--- src/rtl/reg_timeout_guard_pkg.sv ---
// Shared types and constants for the register-bus timeout guard.
// reg_req_t / reg_rsp_t mirror the reg_pkg register bus structs.
package reg_timeout_guard_pkg;

    localparam int unsigned CNT_W = 16;
    localparam logic [31:0] ABORT_RDATA_DEFAULT = 32'hBADC_AB1E;

    typedef enum logic [1:0] {
        ST_IDLE,
        ST_WAIT,
        ST_ABORT,
        ST_RECOVER
    } guard_state_e;

    typedef struct packed {
        logic [31:0] addr;
        logic        write;
        logic [31:0] wdata;
        logic [3:0]  wstrb;
        logic        valid;
    } reg_req_t;

    typedef struct packed {
        logic [31:0] rdata;
        logic        error;
        logic        ready;
    } reg_rsp_t;

endpackage

--- src/rtl/reg_timeout_guard_sat_counter.sv ---
// Saturating up-counter with synchronous clear; clear and increment in
// the same cycle yields 1 (clear first, then count).
module sat_counter #(
    parameter int unsigned WIDTH = 16
) (
    input  logic             clk,
    input  logic             rst,
    input  logic             clr,
    input  logic             inc,
    output logic [WIDTH-1:0] count
);

    always_ff @(posedge clk or posedge rst) begin
        if (rst) begin
            count <= '0;
        end else if (clr) begin
            count <= inc ? WIDTH'(1) : '0;
        end else if (inc && (count != '1)) begin
            count <= count + 1'b1;
        end
    end

endmodule

--- src/rtl/reg_timeout_guard.sv ---
// Register-bus guard: transparent passthrough that aborts accesses stalled
// for TimeoutCycles cycles with an error response, and records statistics.
module reg_timeout_guard
    import reg_timeout_guard_pkg::*;
#(
    parameter int unsigned TimeoutCycles = 1024,
    parameter logic [31:0] AbortRdata    = ABORT_RDATA_DEFAULT,
    parameter type         req_t         = reg_req_t,
    parameter type         rsp_t         = reg_rsp_t
) (
    input  logic        clk_i,
    input  logic        rst_i,
    input  logic        en_i,
    input  logic        clear_i,
    input  req_t        up_req_i,
    output rsp_t        up_rsp_o,
    output req_t        dn_req_o,
    input  rsp_t        dn_rsp_i,
    output logic        intr_timeout_o,
    output logic [15:0] timeout_cnt_o,
    output logic [31:0] last_addr_o
);

    guard_state_e     state;
    guard_state_e     next_state;
    logic [CNT_W-1:0] stall_cnt;
    logic             stall_hit;
    logic             abort_now;

    assign stall_hit = (stall_cnt == CNT_W'(TimeoutCycles));
    assign abort_now = (state == ST_ABORT);

    always_ff @(posedge clk_i or posedge rst_i) begin
        if (rst_i) begin
            state <= ST_IDLE;
        end else begin
            state <= next_state;
        end
    end

    always_comb begin
        next_state = state;
        case (state)
            ST_IDLE: begin
                if (en_i && up_req_i.valid && !dn_rsp_i.ready) begin
                    next_state = ST_WAIT;
                end
            end
            ST_WAIT: begin
                if (dn_rsp_i.ready || !up_req_i.valid || !en_i) begin
                    next_state = ST_IDLE;
                end else if (stall_hit) begin
                    next_state = ST_ABORT;
                end
            end
            ST_ABORT:   next_state = ST_RECOVER;
            ST_RECOVER: next_state = ST_IDLE;
            default:    next_state = ST_IDLE;
        endcase
    end

    always_comb begin
        dn_req_o = up_req_i;
        up_rsp_o = dn_rsp_i;
        case (state)
            ST_ABORT: begin
                dn_req_o.valid = 1'b0;
                up_rsp_o.ready = 1'b1;
                up_rsp_o.error = 1'b1;
                up_rsp_o.rdata = AbortRdata;
            end
            ST_RECOVER: begin
                dn_req_o.valid = 1'b0;
                up_rsp_o.ready = 1'b0;
            end
            default: ;
        endcase
    end

    // Stall counter is held at 0 outside WAIT, so entering WAIT lands on 1.
    sat_counter #(
        .WIDTH(CNT_W)
    ) u_stall_cnt (
        .clk   (clk_i),
        .rst   (rst_i),
        .clr   (next_state != ST_WAIT),
        .inc   (next_state == ST_WAIT),
        .count (stall_cnt)
    );

    sat_counter #(
        .WIDTH(CNT_W)
    ) u_timeout_cnt (
        .clk   (clk_i),
        .rst   (rst_i),
        .clr   (clear_i),
        .inc   (abort_now),
        .count (timeout_cnt_o)
    );

    always_ff @(posedge clk_i or posedge rst_i) begin
        if (rst_i) begin
            intr_timeout_o <= 1'b0;
            last_addr_o    <= '0;
        end else if (abort_now) begin
            intr_timeout_o <= 1'b1;
            last_addr_o    <= up_req_i.addr;
        end else if (clear_i) begin
            intr_timeout_o <= 1'b0;
            last_addr_o    <= '0;
        end
    end

endmodule

--- config.mk ---
export PLATFORM = sky130hd
export DESIGN_NAME = reg_timeout_guard
export DESIGN_NICKNAME = d
export VERILOG_FILES = /design/src/rtl/reg_timeout_guard_pkg.sv /design/src/rtl/reg_timeout_guard_sat_counter.sv /design/src/rtl/reg_timeout_guard.sv
export SDC_FILE = /design/constraint.sdc
export NUM_CORES = 1
export LEC_CHECK = 0
export CORE_UTILIZATION = 40
export CTS_CLUSTER_SIZE = 28
export DETAILED_ROUTE_END_ITERATION = 6
export PLACE_DENSITY_LB_ADDON = 0.15
export RECOVER_POWER = 50
export SLEW_MARGIN = 20
export SYNTH_ARGS = -nofsm -noshare
export SYNTH_HDL_FRONTEND = slang
export SYNTH_SLANG_ARGS = --single-unit
--- constraint.sdc ---
create_clock -name clk_i -period 4.5 [get_ports clk_i]
set_input_delay 0.9 -clock clk_i [delete_from_list [all_inputs] [get_ports clk_i]]
set_output_delay 0.9 -clock clk_i [all_outputs]
set_load 0.1 [all_outputs]
**Word-level counts from Yosys, hierarchy flattened**

Cells that the tools add are included.

- Register bits after elaboration: 67
- Bits of input ports: 108
- Output and inout port bits: 153
- Logic and storage cells: 46

- Add/sub/neg operators: 2
- Equal/unequal tests: 8
- Muxes and demuxes: 17
- Reduce and logical (&&, ||, !) cells: 14

Operator list:

| kind | count |
|---|---|
| two-way mux 16 bit | 4 |
| two-way mux 32 bit | 2 |
| two-way mux 33 bit | 1 |
| adder 16 x 1 -> 16 bit, second input constant | 2 |
| != test 16 bit, second input constant | 2 |
| == test 16 x 11 -> 1 bit, second input constant | 1 |
| case mux 2 bit (4 select lines) | 1 |
| two-way mux 2 bit | 3 |
| nonzero test 2 bit | 3 |
| two-way mux 1 bit | 5 |
| == test 2 x 1 -> 1 bit, second input constant | 2 |
| == test 2 bit, second input constant | 2 |
| logical AND 1 bit | 4 |
| zero test 1 bit | 3 |
| zero test 2 bit | 1 |
| logical OR 1 bit | 2 |
| != test 2 x 1 -> 1 bit, second input constant | 1 |
| case mux 1 bit (2 select lines) | 1 |
| OR reduction 2 bit | 1 |

**Longest topological paths before layout**

- Depth after elaboration: 9
- Depth in mapped cells: 8
- Depth with buffers taken out: 6

**Hierarchy**

From an unflattened synthesis, not the netlist that was laid out.

- Cells, all modules: 459
- Area, all modules: 4155.2 µm²

By module, submodules not included:

| module | instances | cells each | area an instance (µm²) | seq. area each (µm²) |
|---|---|---|---|---|
| reg_timeout_guard | 1 | 267 | 2306.0 | 875.8 |
| sat_counter | 2 | 96 | 924.6 | 400.4 |

**Worst setup path before layout**

OpenSTA, ideal clock, no wires.

- Kind: input port to output port
- Start point: input dn_rsp_i[0] (netlist bit)
- End point: output up_rsp_o[0] (netlist bit)
- Data arrival time: 3.035 ns
- Data required time: 3.600 ns
- Setup slack: 0.565 ns
- Stages on the path: 2
- Path buffers: 0
- Cells stage by stage: inv_1 > o21ai_0

RTL lines:

| element | RTL line | RTL |
|---|---|---|
| start, declared | reg_timeout_guard.sv:18 | `input rsp_t dn_rsp_i,` |
| end, declared | reg_timeout_guard.sv:16 | `output rsp_t up_rsp_o,` |

==> run metrics <==
outcome finished, final reports clean; vias in the first global route 3473; maximum vdd drop 0.0001406 V; DRT iter0 DRCs 114; total CTS buffers 9; setup TNS 0 ns; overall power 1.485 mW; Final GP Congestion 0.8500; RSZ-0062 raised after global routing false; Global Route Usage Sum 0.2108; via count 3597; Power per Cell Area 269.4 nW/um^2; Die H 102.7 um; I/O pins 261; Relative slew margins 0.09677; Slew @ Worst Pin 1.355 ns; crit share post-route 0.6829; global-route wire length before repair 16950 um; Syn Area/Cell 8.829 sq um; layout cells sized above 1 0.1742; clk buf depth 2; Initial Util 0.4146; top cells by count, synth 77 x nand2_1, 69 x buf_4, 67 x dfrtp_1; grt ovf 0; Port Buffers 186; clock root buffer clkbuf_8; critical-path maximum fanout 55; Static Leak 2.461 nW; Final Net Count 680; final WL 11370 um; Crit path arrival time 2.17 ns; syn nets 570; synth unique cells 50; clk sink count 67; Worst setup SP type flip-flop; largest cells by area after synthesis dfrtp_1 41%, buf_4 13%, nand2_1 7.1%; Slew Viols, Final 0; Post-CTS Setup Inserts 0; register bit total from synthesis 67; largest net degree at the start of global routing 56; CTS Hold Buffers Added 0; final instance area 5513 sq um; yosys warns 0; Final ANT Viol Nets 0; GR Layer Usage met2 0.3795; EDFF count, synth 0; most numerous cell in the Yosys netlist nand2_1; setup ws final 1.427 ns; max_cap viols 0; synthesized area 4053 sq um; Worst-Skew Late Latency 0.34 ns; initial antenna violation count 0; Worst Skew 0.008917 ns; full die area 10540 sq um; Layout Area Growth over Synthesis 36.03%; final hold violation count 0; Post-DP HPWL 8647 um; GR Layer Usage met1 0.2396; FFs w/ async S/R, synth 1.000; critical path class flip-flop to output pin; # H-tree levels 3; dpl cell area 5341 sq um; min-delay worst type flip-flop to flip-flop; FP Rows 36; Post-route DRC 0; global routing's busiest layer met2; post-synthesis sequential area ratio 0.4137; Syn Inst Count 459; Final Hold Slack 0.5130 ns; DR vias/cell 5.088; Synth top area share 0.4137; most used flip-flop cell after synthesis dfrtp_1; die width 102.7 um; WL/cell 16.07 um; met3 Track Usage GR 0.04203; Antenna Cells 0; final setup fails 0; post-route minimum period 3.073 ns; worst slack, placed 1.594 ns; core footprint 9774 sq um; FMAX 0.3254 GHz; CTS clock-pin slew for the worst setup and hold paths 0.07 ns; CP endpoint kind output pin; CP required 3.60 ns; # resized after CTS 0; DRT Pass-1 Iters 6; Fill cells 901; Yosys top cell by area dfrtp_1; CTS tree built
==> cells in the final DEF (no fill, tap or decap), types with 3 or more instances in the layout <==
| cell | n |
|---|---|
| clkdlybuf4s50_1 | 117 |
| nand2_1 | 77 |
| buf_4 | 68 |
| dfrtp_1 | 67 |
| nand3b_1 | 32 |
| nand2b_1 | 24 |
| a21oi_1 | 17 |
| nor2_1 | 16 |
| and2_1 | 14 |
| o21ai_0 | 12 |
| or3_1 | 10 |
| clkbuf_8 | 10 |
| inv_1 | 9 |
| nand3_1 | 9 |
| a211oi_1 | 8 |
| nor4_1 | 7 |
| nor3_1 | 7 |
| a31oi_1 | 6 |
| and4_1 | 4 |
| and3_1 | 4 |
| clkbuf_1 | 4 |
| nor2b_1 | 3 |
| nand4_1 | 3 |
| xnor2_1 | 3 |
| o31ai_1 | 3 |
| ha_1 | 3 |
| clkinv_2 | 3 |
==> stage by stage <==
stage | cells | util
floorplan | 459 | -
global placement | 691 | 0.5465
detailed placement | 691 | 0.5465
CTS | 707 | 0.5663
global route | 707 | 0.5640
finish | 707 | 0.5640
==> registers in the layout, summed over array words and instances (netlist names) <==
signal	count
u_stall_cnt.count	16
u_timeout_cnt.count	16
last_addr_o	32
intr_timeout_o	1
state	2
==> per-layer routing <==
metal	wire, um	part of all wire
met1	4315	0.38
met2	5871	0.52
met3	839	0.074
met4	339	0.030
met5	0	0
==> worst max-delay path, cell delays in order, from the launching register on <==
cell and delay (ns):
dfrtp_1 0.42, nand2b_2 0.67, nand2b_1 0.38, buf_4 0.34
==> final timing paths <==
path                                             from                                 end  slack, ns  cells past startpoint
setup / recovery                   state[0]$_DFF_PP0_                        up_rsp_o[11]       1.43                      3
hold / removal             last_addr_o[0]$_DFFE_PP0P_          last_addr_o[0]$_DFFE_PP0P_       0.51                      2
setup reg to reg                   state[0]$_DFF_PP0_  u_timeout_cnt.count[7]$_DFFE_PP0P_       2.11                      4
hold reg to reg            last_addr_o[0]$_DFFE_PP0P_          last_addr_o[0]$_DFFE_PP0P_       0.51                      2
max in group asynchronous                       rst_i  u_timeout_cnt.count[7]$_DFFE_PP0P_       1.70                      3
min in group asynchronous                       rst_i         last_addr_o[11]$_DFFE_PP0P_       1.30                      2
==> kinds of logic (layout without fill, tap and decap cells) <==
| kind of cell | count (synthesis) | in the layout | synth area share |
|---|---|---|---|
| xor+xnor | 3 | 3 | 0.006485 |
| buf+inv | 100 | 215 | 0.1581 |
| compound gates | 54 | 54 | 0.08244 |
| flops | 67 | 67 | 0.4137 |
| mux | 2 | 2 | 0.005248 |
| simple gates | 230 | 230 | 0.3248 |
| fa+ha+maj | 3 | 3 | 0.009263 |
==> power by group <==
group / switching (mW) / internal [mW] / leakage (nW)
logic: 0.286 / 0.105 / 1.43
clock network: 0.222 / 0.268 / 0.0991
registers: 0.000978 / 0.603 / 0.936
total: 0.509 / 0.976 / 2.46
==> final cells by class <==
| class | count | area, sq um | area share |
|---|---|---|---|
| Clock inverter | 5 | 52.55 | 0.009532 |
| Clock buffer | 11 | 141.4 | 0.02565 |
| Sequential cell | 67 | 1677 | 0.3041 |
| Multi-Input combinational cell | 292 | 1734 | 0.3146 |
| Timing Repair Buffer | 190 | 1708 | 0.3098 |
| Tap cell | 133 | 166.4 | 0.03019 |
| Inverter | 9 | 33.78 | 0.006128 |
(Power assumes the default switching activity.)
